--- src/rtl/crc_packet_gen.sv ---
// Frames a valid/ready payload stream into a wr_sop/wr_valid/wr_eop packet and
// appends a CRC-8 (MSB-first, unreflected) as the final data word.
`timescale 1ns/1ps

module crc_packet_gen #(
  parameter int unsigned          DATA_WIDTH  = 8,
  parameter int unsigned          CRC_WIDTH   = 8,
  parameter logic [CRC_WIDTH-1:0] POLYNOMIAL  = 8'h07,
  parameter logic [CRC_WIDTH-1:0] INIT_VALUE  = 8'h00,
  parameter int unsigned          MAX_PAYLOAD = 127
) (
  input  logic                  clk,
  input  logic                  rst_n,
  input  logic                  in_valid,
  output logic                  in_ready,
  input  logic [DATA_WIDTH-1:0] in_data,
  input  logic                  in_last,
  input  logic                  crc_corrupt,
  output logic                  wr_sop,
  output logic                  wr_valid,
  output logic [DATA_WIDTH-1:0] wr_data,
  output logic                  wr_eop,
  output logic                  busy,
  output logic                  len_err
);

  typedef enum logic [2:0] {
    IDLE,
    DATA,
    CRC_OUT,
    EOP,
    GAP
  } state_t;

  localparam logic [7:0] LAST_IDX = 8'(MAX_PAYLOAD - 1);

  state_t                state, state_next;
  logic [CRC_WIDTH-1:0]  crc, crc_nxt;
  logic [7:0]            count, count_nxt;
  logic                  trunc, trunc_nxt;
  logic                  sop_nxt, valid_nxt, eop_nxt, len_err_nxt;
  logic [DATA_WIDTH-1:0] data_nxt;
  logic [CRC_WIDTH-1:0]  corrupt_mask;

  // Bit-serial CRC over one word, most significant data bit first.
  function automatic logic [CRC_WIDTH-1:0] crc_update(
    input logic [CRC_WIDTH-1:0]  crc_in,
    input logic [DATA_WIDTH-1:0] d
  );
    logic [CRC_WIDTH-1:0] c;
    c = crc_in;
    for (int i = DATA_WIDTH - 1; i >= 0; i--) begin
      if (c[CRC_WIDTH-1] ^ d[i]) begin
        c = (c << 1) ^ POLYNOMIAL;
      end else begin
        c = c << 1;
      end
    end
    return c;
  endfunction

  assign in_ready     = (state == DATA);
  assign busy         = (state != IDLE);
  assign corrupt_mask = {{(CRC_WIDTH-1){1'b0}}, crc_corrupt};

  always_comb begin
    state_next  = state;
    sop_nxt     = 1'b0;
    valid_nxt   = 1'b0;
    eop_nxt     = 1'b0;
    len_err_nxt = 1'b0;
    data_nxt    = wr_data;
    crc_nxt     = crc;
    count_nxt   = count;
    trunc_nxt   = trunc;
    case (state)
      IDLE: begin
        if (in_valid) begin
          sop_nxt    = 1'b1;
          crc_nxt    = INIT_VALUE;
          count_nxt  = '0;
          trunc_nxt  = 1'b0;
          state_next = DATA;
        end
      end
      DATA: begin
        if (in_valid && in_ready) begin
          valid_nxt = 1'b1;
          data_nxt  = in_data;
          crc_nxt   = crc_update(crc, in_data);
          count_nxt = count + 8'd1;
          if (in_last) begin
            state_next = CRC_OUT;
          end else if (count == LAST_IDX) begin
            // Payload hit the length cap: close this packet, flag it at eop.
            state_next = CRC_OUT;
            trunc_nxt  = 1'b1;
          end
        end
      end
      CRC_OUT: begin
        valid_nxt  = 1'b1;
        data_nxt   = crc ^ corrupt_mask;
        state_next = EOP;
      end
      EOP: begin
        eop_nxt     = 1'b1;
        len_err_nxt = trunc;
        trunc_nxt   = 1'b0;
        state_next  = GAP;
      end
      GAP: begin
        state_next = IDLE;
      end
      default: begin
        state_next = IDLE;
      end
    endcase
  end

  always_ff @(posedge clk or negedge rst_n) begin
    if (!rst_n) begin
      state    <= IDLE;
      wr_sop   <= 1'b0;
      wr_valid <= 1'b0;
      wr_eop   <= 1'b0;
      len_err  <= 1'b0;
      wr_data  <= '0;
      crc      <= INIT_VALUE;
      count    <= '0;
      trunc    <= 1'b0;
    end else begin
      state    <= state_next;
      wr_sop   <= sop_nxt;
      wr_valid <= valid_nxt;
      wr_eop   <= eop_nxt;
      len_err  <= len_err_nxt;
      wr_data  <= data_nxt;
      crc      <= crc_nxt;
      count    <= count_nxt;
      trunc    <= trunc_nxt;
    end
  end

endmodule
--- config.mk ---
export PLATFORM = sky130hd
export DESIGN_NAME = crc_packet_gen
export DESIGN_NICKNAME = d
export VERILOG_FILES = /design/src/rtl/crc_packet_gen.sv
export SDC_FILE = /design/constraint.sdc
export NUM_CORES = 1
export LEC_CHECK = 0
export CAP_MARGIN = 25
export CORE_AREA = 2 2 67 69
export CTS_BUF_LIST = sky130_fd_sc_hd__clkbuf_8
export DETAILED_ROUTE_END_ITERATION = 8
export DIE_AREA = 0 0 69 71
export GPL_TIMING_DRIVEN = 1
export PLACE_DENSITY = 0.66
export SETUP_SLACK_MARGIN = 0.2
export SLEW_MARGIN = 5
export SYNTH_ARGS = -nofsm -noshare
export SYNTH_HDL_FRONTEND = slang
export SYNTH_SLANG_ARGS = --single-unit
--- constraint.sdc ---
create_clock -name clk -period 2.25 [get_ports clk]
set_clock_uncertainty 0.1 [all_clocks]
set_input_delay 0.45 -clock clk [delete_from_list [all_inputs] [get_ports clk]]
set_output_delay 0.45 -clock clk [all_outputs]
set_load 0.02 [all_outputs]
==> impl_metrics.json <==
{
  "status": "complete, no violations",
  "hold_class": "flip-flop to flip-flop",
  "dieArea_sq_um": 4900,
  "cp_top_family": "XOR/XNOR gates",
  "wl_per_cell_um": 13.6,
  "synth_top_area_share_pct": 44.0,
  "grt-ovfl-total": 0,
  "clk_pin_slew_ns": 0.08,
  "synth_cell_types": 35,
  "antenna_found_initial": 0,
  "cts_root_buffer": "clkbuf_8",
  "vias_per_cell": 5.21,
  "layout_common_cells": "dfrtp_1, nand2_1, clkdlybuf4s50_1",
  "timing.hold.ws_ns": 0.396,
  "slew_viol_final": 0,
  "crit_path_max_incr_delay_ns": 0.47,
  "routed_wl_mm": 3.67,
  "gp_congestion": 0.764,
  "power_frac_comb_pct": 52.8,
  "hpwl_mm": 2.58,
  "fp.dieW_um": 69,
  "drt.antenna.violating_nets": 0,
  "arrival_ns": 2.15,
  "final_common_cell": "dfrtp_1",
  "yosys.area.top_type": "dfrtp_1",
  "setup_viol": 0,
  "rsz0062_at_grt": "no",
  "p_per_area_nw_per_um2": 1420,
  "synth_seq_area_share_pct": 44.0,
  "clock.fmax_ghz": 0.495,
  "regArea_sq_um": 801,
  "required_ns": 2.38,
  "crit_slowest_cell": "clkdlybuf4s50_1",
  "multi_input_area_sq_um": 987,
  "cts_tree": "yes",
  "postCtsHoldBufs": 0,
  "cts.sinks": 32,
  "ios": 27,
  "ir_drop_mv": 0.438,
  "path_class": "input port to flip-flop",
  "slew_headroom_pct": 72.2,
  "grt_pass1_wl_mm": 6.53,
  "timing.max_cap.violations": 0,
  "die_h_um": 71,
  "rows": 24,
  "start_util_pct": 43.2,
  "worstMarginPinSlew_ns": 0.417,
  "cts-buffers-inserted": 5,
  "grt_pass1_vias": 1425,
  "synthCells": 173,
  "intPower_uw": 2150,
  "fin_area_sq_um": 2400,
  "seq_power_share_pct": 31.0,
  "cp_cell_sequence": "clkdlybuf4s50_1, xnor2_2, xnor3_1, or4b_1, nand3_1",
  "min_period_ns": 2.02,
  "grt.total_usage_pct": 16.7,
  "core_area_sq_um": 4200,
  "drc": 0,
  "cts_buffer_depth": 2,
  "syn_to_final_growth_pct": 32.1,
  "syn_nets": 188,
  "num_vias": 1406,
  "synth-seq-cells": 32,
  "antenna_cells": 0,
  "place_area_sq_um": 2240,
  "power_switching_share_pct": 37.0,
  "synth_area_leaders": "dfrtp_1, xnor3_1, nand2_1",
  "p_leak_uw": 0.00115,
  "p_sw_uw": 1260,
  "cp_num_buf_inv": 1,
  "clkPwrFrac_pct": 16.2,
  "drive_gt1_share_pct": 17.0,
  "grt_max_degree": 33,
  "drtIter0Drc": 33,
  "layout.nets": 232,
  "cts_max_level": 2,
  "crit_fanout": 3,
  "synth_warnings": 0,
  "post-route-period-util_pct": 89.8,
  "netlist_area_sq_um": 1820,
  "clk_latency_ns": 0.29,
  "dr.pass1.iters": 4,
  "io_buffer_count": 26,
  "setup.worst_path.end_class": "flip-flop",
  "syn-mean-instance-area_sq_um": 10.5,
  "critPathLaunchType": "input port",
  "fillCellCount": 375,
  "hold_viol_final": 0
}
[final timing paths]
kind,startpoint,end,slack (ns),cells past startpoint
max,in_data[0],crc[1]$_DFFE_PN0P_,0.23,5
min,trunc$_DFFE_PN0P_,len_err$_DFF_PN0_,0.40,1
max reg2reg,crc[1]$_DFFE_PN0P_,crc[2]$_DFFE_PN0P_,0.30,4
min reg2reg,trunc$_DFFE_PN0P_,len_err$_DFF_PN0_,0.40,1
max in group asynchronous,rst_n,count[0]$_DFFE_PN0P_,1.28,2
min in group asynchronous,rst_n,wr_data[6]$_DFFE_PN0P_,0.47,2
[area by class of cell]
class,instances,share of cell area [%]
tap,52,2.71
inverter,3,0.469
timing repair buffer,46,17.7
clock buffer,5,2.87
multi-input combinational,129,41.1
sequential,32,33.4
clock inverter,3,1.77
[timing repair]
| item | CTS | global route |
|---|---|---|
| gates resized for setup | 4 | 4 |
| setup buffers | 1 | 2 |
| pin swaps | 4 | 5 |
| gates cloned | 0 | 0 |
| endpoints found under the setup margin | 6 | 5 |
[registers in the layout (all words and copies together), names as in the netlist]
register and flops:
crc 8, wr_data 8, len_err 1, wr_eop 1, wr_valid 1, trunc 1, wr_sop 1, count 8
state 3
[power by group through the flow]
| stage | Combinational (uW) | Clock [uW] | Sequential [uW] |
|---|---|---|---|
| 6_report | 1800 | 551 | 1060 |
| 3_5_place_dp | 1770 | 0 | 1060 |
| 5_1_grt | 1980 | 598 | 1110 |
| 4_1_cts | 1790 | 569 | 1050 |
| 3_3_place_gp | 1740 | 0 | 1040 |
| 2_1_floorplan | 1100 | 0 | 1120 |
[routing by layer]
layer	global-route usage [%]	vias to the layer above	wire length, um
li1	-	698	-
met1	19.4	679	1610
met2	29.1	25	1860
met3	4.99	4	155
met4	6.32	0	44
met5	0	-	0
[stage by stage]
step / utilization (%) / total power (uW) / TNS (ns) / setup slack (ns) / std cells
after floorplan: - / 2220 / 0 / 0.330 / 173
after global placement: 53.3 / 2780 / -0.428 / -0.183 / 259
after CTS: 56.3 / 3410 / 0 / 0.0227 / 268
after detailed placement: 53.3 / 2830 / -0.572 / -0.198 / 259
after global routing: 57.1 / 3680 / 0 / 0.175 / 270
final: 57.1 / 3410 / 0 / 0.228 / 270
[worst reg2reg max path, delay by kind of cell, from the launching register on]
family,cells,cell delay [ns]
XOR/XNOR,2,0.77
flip-flops,1,0.48
multiplexers,1,0.32
AO/OA/AOI/OAI,1,0.18
[Yosys cell counts]
cell,instances
a211oi_1,2
a21bo_2,1
a21o_1,2
a21oi_1,2
a22o_1,7
and2_1,1
buf_2,2
buf_6,1
clkbuf_1,6
dfrtp_1,32
ha_1,2
inv_1,3
mux2_1,2
mux2i_1,9
nand2_1,25
nand3_1,11
nand4_1,1
nor2_1,5
nor2b_1,1
nor3_1,6
nor3b_1,2
nor4_1,2
o21a_1,3
o21ai_0,15
o21bai_1,1
or2_2,1
or3_1,1
or3b_1,1
or4_1,1
or4b_1,3
xnor2_1,10
xnor2_2,2
xnor3_1,6
xnor3_2,1
xor2_1,3
[cell families after synthesis]
group | Yosys count | share of synthesized area [%]
DFF | 32 | 44.0
buffers and inverters | 12 | 3.03
xor gates and xnor gates | 22 | 16.8
adders and majority gates | 2 | 1.38
and+or+nand+nor | 61 | 16.7
muxes | 11 | 6.19
AOI/OAI and AO/OA | 33 | 11.9
Note: power is estimated with default switching activity, not from simulation.
